## config.mk

```make
export PLATFORM = sky130hd
export DESIGN_NAME = pulse_updown_cnt
export DESIGN_NICKNAME = d
export VERILOG_FILES = /design/src/rtl/pulse_updown_cnt.sv
export SDC_FILE = /design/constraint.sdc
export NUM_CORES = 1
export LEC_CHECK = 0
export ABC_AREA = 1
export CORE_MARGIN = 8
export CORE_UTILIZATION = 60
export DETAILED_ROUTE_END_ITERATION = 7
export DONT_BUFFER_PORTS = 1
export PLACE_DENSITY = 0.77
export SETUP_SLACK_MARGIN = 0.15
export SYNTH_ARGS = -nofsm -noshare
export SYNTH_HDL_FRONTEND = slang
export SYNTH_SLANG_ARGS = --single-unit
```

## constraint.sdc

```tcl
create_clock -name clock -period 2.8 [get_ports clock]
set_clock_uncertainty 0.1 [all_clocks]
set_input_delay 0.56 -clock clock [delete_from_list [all_inputs] [get_ports clock]]
set_output_delay 0.56 -clock clock [all_outputs]
set_load 0.01 [all_outputs]
```

## src/rtl/pulse_updown_cnt.sv

```systemverilog
// pulse_updown_cnt
//   Modulo-MODULUS up/down counter for the watch time fields (sec/min/hr).
//   Keeps a binary count and a BCD tens/ones copy in lock-step, so the digits
//   can feed the 7-segment mux without a binary-to-BCD converter.
// Ports
//   clock      system clock, all state changes on posedge
//   reset      synchronous, active-high
//   enable     gates inc_pulse/dec_pulse (load is not gated)
//   inc_pulse  one-cycle step-up request
//   dec_pulse  one-cycle step-down request
//   load       one-cycle preset request, value on load_data
//   load_data  preset value (binary)
//   data       current count, binary
//   bcd_tens   tens digit of data
//   bcd_ones   ones digit of data
//   carry      one-cycle strobe on wrap MODULUS-1 -> 0
//   borrow     one-cycle strobe on wrap 0 -> MODULUS-1
//   load_err   one-cycle strobe when load_data >= MODULUS (load rejected)
module pulse_updown_cnt #(
  parameter int WIDTH       = 6,
  parameter int MODULUS     = 60,
  parameter int RESET_VALUE = 0
) (
  input  logic             clock,
  input  logic             reset,
  input  logic             enable,
  input  logic             inc_pulse,
  input  logic             dec_pulse,
  input  logic             load,
  input  logic [WIDTH-1:0] load_data,
  output logic [WIDTH-1:0] data,
  output logic [3:0]       bcd_tens,
  output logic [3:0]       bcd_ones,
  output logic             carry,
  output logic             borrow,
  output logic             load_err
);

  localparam int MAX = MODULUS - 1;
  localparam logic [WIDTH-1:0] MAX_W = WIDTH'(MAX);
  localparam logic [WIDTH-1:0] RST_W = WIDTH'(RESET_VALUE);
  localparam logic [WIDTH-1:0] ONE_W = WIDTH'(1);
  localparam logic [3:0] MAX_T = 4'(MAX / 10);
  localparam logic [3:0] MAX_O = 4'(MAX % 10);
  localparam logic [3:0] RST_T = 4'(RESET_VALUE / 10);
  localparam logic [3:0] RST_O = 4'(RESET_VALUE % 10);

  typedef struct packed {
    logic up;
    logic dn;
  } step_t;

  step_t            step;
  logic             ld_ok;
  logic [3:0]       ld_tens, ld_ones;
  logic [WIDTH-1:0] data_n;
  logic [3:0]       tens_n, ones_n;
  logic             carry_n, borrow_n, err_n;

  // inc and dec together cancel: no step, no strobe.
  assign step.up = enable & inc_pulse & ~dec_pulse;
  assign step.dn = enable & dec_pulse & ~inc_pulse;

  assign ld_ok   = 32'(load_data) < MODULUS;
  // Only consumed when ld_ok, so the value is < 100 and fits two digits.
  assign ld_tens = 4'(32'(load_data) / 10);
  assign ld_ones = 4'(32'(load_data) % 10);

  always_comb begin
    data_n   = data;
    tens_n   = bcd_tens;
    ones_n   = bcd_ones;
    carry_n  = 1'b0;
    borrow_n = 1'b0;
    err_n    = 1'b0;
    if (load) begin
      // A load, accepted or not, swallows any step in the same cycle.
      if (ld_ok) begin
        data_n = load_data;
        tens_n = ld_tens;
        ones_n = ld_ones;
      end else begin
        err_n  = 1'b1;
      end
    end else if (step.up) begin
      if (data == MAX_W) begin
        data_n  = '0;
        tens_n  = 4'd0;
        ones_n  = 4'd0;
        carry_n = 1'b1;
      end else begin
        data_n = data + ONE_W;
        if (bcd_ones == 4'd9) begin
          ones_n = 4'd0;
          tens_n = bcd_tens + 4'd1;
        end else begin
          ones_n = bcd_ones + 4'd1;
        end
      end
    end else if (step.dn) begin
      if (data == '0) begin
        data_n   = MAX_W;
        tens_n   = MAX_T;
        ones_n   = MAX_O;
        borrow_n = 1'b1;
      end else begin
        data_n = data - ONE_W;
        if (bcd_ones == 4'd0) begin
          ones_n = 4'd9;
          tens_n = bcd_tens - 4'd1;
        end else begin
          ones_n = bcd_ones - 4'd1;
        end
      end
    end
  end

  always_ff @(posedge clock) begin
    if (reset) begin
      data     <= RST_W;
      bcd_tens <= RST_T;
      bcd_ones <= RST_O;
      carry    <= 1'b0;
      borrow   <= 1'b0;
      load_err <= 1'b0;
    end else begin
      data     <= data_n;
      bcd_tens <= tens_n;
      bcd_ones <= ones_n;
      carry    <= carry_n;
      borrow   <= borrow_n;
      load_err <= err_n;
    end
  end

endmodule

```

Word level (Yosys, flattened, before mapping):

Cells that the tools add are included.

* register bits: 17
* bits of input ports: 12
* output and inout bits: 17
* logic and storage cells: 62

* $add $sub $neg: 6
* div/mod/pow operators: 2
* magnitude comparators: 1
* equality and inequality tests: 4
* muxes and demuxes: 25
* bitwise gates (word level): 9
* reductions and logical operators: 9

Operator list (count)
* 4-bit 2-to-1 mux: 16
* 6-bit 2-to-1 mux: 6
* 6-bit by 4-bit divider with 32-bit output (second input constant): 1
* 6-bit by 4-bit modulo with 32-bit output (second input constant): 1
* 4-bit by 1-bit adder with 4-bit output (second input constant): 2
* 4-bit by 1-bit subtractor with 4-bit output (second input constant): 2
* 6-bit by 1-bit adder with 6-bit output (second input constant): 1
* 6-bit == test (second input constant): 1
* 6-bit zero test: 1
* 6-bit < comparator (second input constant): 1
* 6-bit by 1-bit subtractor with 6-bit output (second input constant): 1
* 1-bit inverter: 5
* 1-bit AND: 4
* 4-bit == test (second input constant): 1
* 4-bit zero test: 1
* 4-bit by 2-bit inequality test with 1-bit output (second input constant): 1
* 4-bit AND reduction: 1
* 4-bit nonzero test: 1
* 4-bit OR reduction: 1
* 1-bit 2-to-1 mux: 3
* 3-bit nonzero test: 1
* 3-bit OR reduction: 1
* 2-bit by 1-bit inequality test with 1-bit output (second input constant): 1
* 2-bit AND reduction: 1
* 2-bit OR reduction: 1

Longest topological paths before layout:

* depth in word-level cells: 6
* gate-level depth with buffers: 22
* depth with buffers taken out: 22

Worst setup path before layout:

Ideal clock, no wire load.

* kind: input to register
* from: in load_data[4]
* to: reg bcd_ones[3]
* library setup time: 125 ps
* arrival time: 2313 ps
* data required time: 2575 ps
* path slack: 262 ps
* stages: 22
* buffers on the path: 0
* cells stage by stage: inv_1 ha_1 nor2_1 inv_1 ha_1 inv_1 o21ai_0 nand2_1 nand2_1 nor2_4 nand2_2 nand2_1 nand2_1 inv_1 ha_1 inv_1 nand2_1 nand2_1 nand2_1 nand2_1 nand2_1 a21oi_2

* word-level cells in the longest chain between the ends: 3
* elaborated cells on any way between the ends: 6
* those cells by class: 1 x div; 1 x order compare; 1 x eq/ne; 2 x mux; 1 x reduce/logical

Ends and longest elaborated chain
* start: declaration: line 30 `input logic [WIDTH-1:0] load_data,`
* 6-bit by 4-bit modulo with 32-bit output or 6-bit < comparator (tied branches): line 67, 64
* 4-bit 2-to-1 mux or 2-bit by 1-bit inequality test with 1-bit output (tied branches)
* 4-bit 2-to-1 mux or 2-bit AND reduction (tied branches)
* end signal: assignment: line 129 `bcd_ones <= ones_n;`
* end: declaration: line 33 `output logic [3:0] bcd_ones,`

Several ways; a longest one is shown, not always the timed one. The select of a mux whose other input is x is not followed.
A chain may end at the register's enable or synchronous reset.

Worst setup path after layout:

Same ends and word-level chain as after synthesis.

==> impl_metrics.toml <==
[clock_tree]
cts_tree = "yes"
root_buffer = "clkbuf_4"
clk_pin_slew_worst_paths_ns = 0.10
numClockSinks = 17
hold_buffers = 0
postCtsSetupRepairBufs = 0
clock_path_buffers = 2
cts.htree.levels = 1
clock_latency_ns = 0.30
cts_resized = 0
cts_made_buffers = 3

[global_route]
grt_max_degree = 15
antenna_found_initial = 0
globalRouteOverflowTotal = 0
grt_pass1_wl_mm = 6.630
groute.usage.overall = 0.1830
grt_pass1_vias = 1468

[floorplan]
core_um2 = 2477
die_w_um = 67.32
ioPinCount = 29
num_rows = 18
start_util = 0.6379
die_h_um = 67.32
die_area_um2 = 4532

[min_path]
holdPathEnd = "bcd_tens[1]"
whs_path_depth = 1
hold_start = "reset"
hold_path.class = "in2reg"

[routing]
vias_per_cell = 5.727
drtIter0Drc = 129
routedWlPerCell_um = 14.05
drc_errors = 0
drt-pass1-iter-count = 4
via_count = 1552
final_antenna_net_count = 0
wl_mm = 3.808

[setup_path]
r2r_slack_ns = 0.85
crit_type = "in2reg"
reg2reg_depth = 9
r2r_start = "data[0]"
arrival_ns = 2.49
r2r-end = "bcd_tens[3]"
cp-start-kind = "input pin"
cp_max_fo = 5
required_ns = 2.89
endpoint_kind = "flop"

[place]
place_area_um2 = 1585
dp_cells = 267
hpwl_mm = 3.052
port_buffers = 0
post-place-ws_ns = 0.07813
gp_congestion = 0.8241

[logic_synthesis]
synth_edf_count = 0
ys.flop_type = "dfxtp_1"
async_flop_share = 0
avgSynthCellArea_um2 = 6.584
ys_seq_area_frac = 0.2154
syn-cell-area_um2 = 1580
syn_nets = 260
syn_inst = 240
synth_seq_cells = 17
yosys_warnings = 0
yosys.cell_types.count = 33

[finish]
diodes = 0
nNetsFinal = 262
syn_to_final_growth_pct = 1.980
design_area_um2 = 1612
drive_above_1_share = 0.1494
final_cells = 271
fillCellCount = 248

[timing]
period_share = 0.8572
fin_ws_ns = 0.3998
finalCriticalPeriod_ns = 2.400
worstMarginPinSlew_ns = 0.4161
fmax_mhz = 416.6
slew_viol_final = 0
setup_viol = 0
hold_viol = 0
rsz0062_at_grt = "false"
fin_tns_setup_ns = 0
relSlewSlack = 0.7226

[run_status]
status = "complete, no violations"

[power_and_ir_drop]
ir_drop_uv = 309.4
p_leak_nw = 0.7891
power.total_mw = 0.7608
power_density_nw_per_um2 = 472.1

[run]
cap_violations = 0
==> sequential cells by signal (all words and copies together) (netlist names) <==
register,flops
borrow,1
carry,1
load_err,1
bcd_ones,4
data,6
bcd_tens,4
==> synth_stat cells (5+ instances only) <==
cell type / count / area, µm²
inv_1: 39 / 146.4
nand2_1: 36 / 135.1
nand3_1: 23 / 115.1
o21ai_0: 20 / 100.1
dfxtp_1: 17 / 340.3
nor2_1: 17 / 63.81
nand2_2: 15 / 93.84
a21oi_1: 12 / 60.06
ha_1: 8 / 100.1
xor2_1: 6 / 52.55
a221oi_1: 5 / 43.79
inv_2: 5 / 18.77
==> layer usage <==
| metal | global-route usage | wire, µm | vias to the layer above |
|---|---|---|---|
| met5 | 0 | 0 | - |
| met4 | 0.06005 | 43 | 0 |
| met3 | 0.04305 | 280 | 5 |
| met2 | 0.3238 | 1911 | 40 |
| met1 | 0.2116 | 1573 | 710 |
| li1 | - | - | 797 |
==> where the power goes <==
group          total [mW]  switching (mW)  internal (mW)  leakage, nW
sequential          0.318          0.0501          0.267        0.141
clock               0.136          0.0805         0.0556       0.0150
combinational       0.307           0.192          0.115        0.634
total               0.761           0.323          0.438        0.789
==> cells by family (layout without fill, tap and decap cells) <==
kind of cell,Yosys count,count (layout),share of synthesized area
simple gates,107,107,0.3468
compound gates,52,52,0.1995
buf+inv,47,48,0.1251
flops,17,17,0.2154
xor+xnor,9,9,0.04988
fa+ha+maj,8,8,0.06334
==> worst max-delay path by stage <==
stage	from	to	slack, ns	depth (start not counted)
floorplan	load_data[4]	bcd_ones[3]	0.26	22
global placement	load_data[4]	bcd_ones[3]	0.18	22
detailed placement	load_data[4]	bcd_ones[3]	0.08	22
CTS	load_data[4]	bcd_ones[3]	0.39	22
global route	load_data[4]	bcd_ones[3]	0.16	22
finish	load_data[4]	bcd_ones[3]	0.40	22
==> critical path, cell delays in order <==
cell and delay, ns:
inv_1 0.03, ha_1 0.16, nor2_1 0.14, inv_1 0.06, ha_1 0.27, inv_1 0.05
o21ai_0 0.10, nand2_1 0.10, nand2_1 0.09, nor2_4 0.11, nand2_2 0.09, nand2_1 0.10
nand2_1 0.06, inv_1 0.06, ha_1 0.16, inv_1 0.04, nand2_1 0.05, nand2_1 0.04
nand2_1 0.05, nand2_1 0.04, nand2_1 0.06, a21oi_2 0.04
==> cell usage in the layout (no fill, tap or decap), drive strengths merged <==
| cell | Yosys | final |
|---|---|---|
| a211oi | 1 | 1 |
| a21oi | 13 | 13 |
| a221oi | 6 | 6 |
| a31oi | 3 | 3 |
| clkbuf | 1 | 4 |
| dfxtp | 17 | 17 |
| ha | 8 | 8 |
| inv | 44 | 44 |
| nand2 | 53 | 53 |
| nand3 | 25 | 25 |
| nand4 | 2 | 2 |
| nor2 | 22 | 22 |
| nor3 | 4 | 4 |
| nor4 | 1 | 1 |
| o2111ai | 2 | 2 |
| o211ai | 3 | 3 |
| o21ai | 23 | 23 |
| o22ai | 1 | 1 |
| xnor2 | 3 | 3 |
| xor2 | 6 | 6 |
==> final cells by class <==
type                            count  area (µm²)  area share
Tap cell                           30       37.54     0.02329
Sequential cell                    17       340.3      0.2112
Clock buffer                        4       26.28     0.01630
Inverter                           44       165.2      0.1025
Multi-Input combinational cell    176        1042      0.6467
==> per-stage QoR <==
step                  util  hold WS (ns)
global route        0.6505        0.2020
CTS                 0.6505        0.2081
floorplan                -        0.4438
global placement    0.6399        0.4862
finish              0.6505        0.2111
detailed placement  0.6399        0.4865
(Power assumes the default switching activity.)
==> edit: new RTL, config.mk and constraints unchanged <==
The parameter `WIDTH` goes from 6 to 5.
--- a/src/rtl/pulse_updown_cnt.sv
+++ b/src/rtl/pulse_updown_cnt.sv
@@ -17,7 +17,7 @@
 //   borrow     one-cycle strobe on wrap 0 -> MODULUS-1
 //   load_err   one-cycle strobe when load_data >= MODULUS (load rejected)
 module pulse_updown_cnt #(
-  parameter int WIDTH       = 6,
+  parameter int WIDTH       = 5,
   parameter int MODULUS     = 60,
   parameter int RESET_VALUE = 0
 ) (
Ports: changed (resized data and load_data); port bits go from 29 to 27. No check against the original RTL was run, so the function may have changed too.
==> edit against the original RTL <==
Wire length shrank 8.1%; sequential cell count down 2; critical path depth fell by 12; design area shrank 12%; synthesized area shrank 12%; highest routed layer unchanged; cell count decreased by 12%; sequential share of layout area hardly changed; power down 15%; via count fell by 9.3%; worst setup slack improved by 0.55 ns; utilization fell by 0.059 points; register-to-register slack improved by 0.10 ns; synthesized cell count shrank 13%.
==> edit: results (changes against the original RTL) <==
global_route:
  antenna_found_initial: 0  # unchanged
  grt_start_max_net_pins: 13  # -2
  track_usage_pct: 17.2  # -1.1 points
  grt_pass1_vias: 1317  # -10%
  grt_pass1_wl_um: 6010  # -9.4%
synthesis:
  synth_area_leaders: "dfxtp_1 (22%), nand2_1 (10%), inv_1 (7.8%), a21oi_1 (7.6%), ha_1 (6.3%)"
  ys_types: 39  # +18%
  synth_top_cells_by_count: "nand2_1 (37), inv_1 (29), a21oi_1 (21)"
  ys.flop_type: "dfxtp_1"
  syn_nets: 228  # -12%
  synth_edf_count: 0  # unchanged
  ys_seq_area_share_pct: 21.6  # +0.086 points
route:
  drt_first_iter_violations: 75  # -42%
  first_pass_iters: 4  # unchanged
  wl_per_cell_um: 14.7  # +4.6%
  vias: 1408  # -9.3%
hold_path:
  min_to: "bcd_tens[0]"
  hold_class: "in2reg"
  worstHoldPathCells: 1  # unchanged
  hold_start: "reset"
power_and_ir_drop:
  power_uw: 644  # -15%
  power_frac_seq_pct: 43.9  # +2.2 points
  p_leak_uw: 0.000666  # -16%
  swShare_pct: 41.4  # -1.1 points
  pg_clk_uw: 130  # -4%
  irDropWorstVdd_uv: 339  # +9.4%
run_status:
  status: "complete, no violations"
setup_path:
  critPathSlowestCell: "dfxtp_1"
  timing.rr.end: "bcd_tens[0]"
  crit_family: "simple AND/OR/NAND/NOR gates"
  ff2ff_path_depth: 10  # +1
  r2r_start: "data[0]"
  critPathMaxFanout: 9  # +4
  critPathMaxStageDelay_ns: 0.49  # +0.22 ns
  ff2ff_setup_slack_ns: 0.95  # +0.10 ns
place:
  gp_congestion: 0.876  # +6.3%
  placed_area_um2: 1400  # -12%
  hpwl_um: 2740  # -10%
clocking:
  cts_sinks: 15  # -2
  cts_setup_buffers: 0  # unchanged
  ctsResizeCount: 0  # unchanged
  clock_latency_ns: 0.29
final_layout:
  reg_top3: "data: 5 flops, bcd_ones: 4 flops, bcd_tens: 4 flops"
  fin_nets: 229  # -13%
  num_antenna_cells: 0  # unchanged
  fillers: 201  # -19%
  layout-drive-gt1-share_pct: 13.3  # -1.6 points
timing:
  timing.hold.ws_ns: 0.221  # +0.0100 ns
-- edit: changes by cell type after synthesis, moves of 3 or more --
cell,delta
a221oi_1,-5
nor2_1,-6
inv_1,-10
a21oi_1,+9
nand3_1,-10
nand4_1,+4
o21ai_0,-3
nand2_2,-11
-- edit: layer usage --
metal	vias up	wire length, um	global-route usage (%)
met4	0	46	5.72
met5	-	0	0
li1	700	-	-
met1	641	1520	21.2
met3	6	305	4.53
met2	61	1620	28.5
-- edit: worst max-delay path by stage --
stage	cells past startpoint	startpoint	slack [ns]	to
after global placement	12	load_data[2]	0.84	bcd_ones[2]
final	10	data[0]	0.95	bcd_tens[0]
after floorplan	12	load_data[2]	0.91	bcd_ones[2]
after global routing	9	data[1]	0.79	bcd_tens[0]
after CTS	10	data[0]	0.96	bcd_tens[0]
after detailed placement	12	load_data[2]	0.76	bcd_ones[1]
-- edit: area by class of cell --
cell class | count | area, um2 | share of cell area, %
tap | 28 | 35.0 | 2.46
clock buffer | 3 | 22.5 | 1.58
sequential | 15 | 300 | 21.1
inverter | 34 | 130 | 9.14
multi-input combinational | 157 | 931 | 65.4
clock inverter | 1 | 5.00 | 0.351
-- edit: logic make-up (layout without fill, tap and decap cells) --
logic type | count (synthesis) | after routing | share of synthesized area [%]
muxes | 1 | 1 | 0.811
xor gates and xnor gates | 8 | 8 | 5.05
and+or+nand+nor | 84 | 84 | 32.0
other | 1 | 1 | 0.270
AOI/OAI and AO/OA | 56 | 56 | 22.6
DFF | 15 | 15 | 21.6
buffers and inverters | 38 | 38 | 11.4
adders and majority gates | 7 | 7 | 6.31
-- edit: stage by stage --
step           setup WS [ns]  std cells
2_1_floorplan          0.914        210
3_3_place_gp           0.843        234
3_5_place_dp           0.758        234
4_1_cts                0.963        238
5_1_grt                0.788        238
6_report               0.951        238
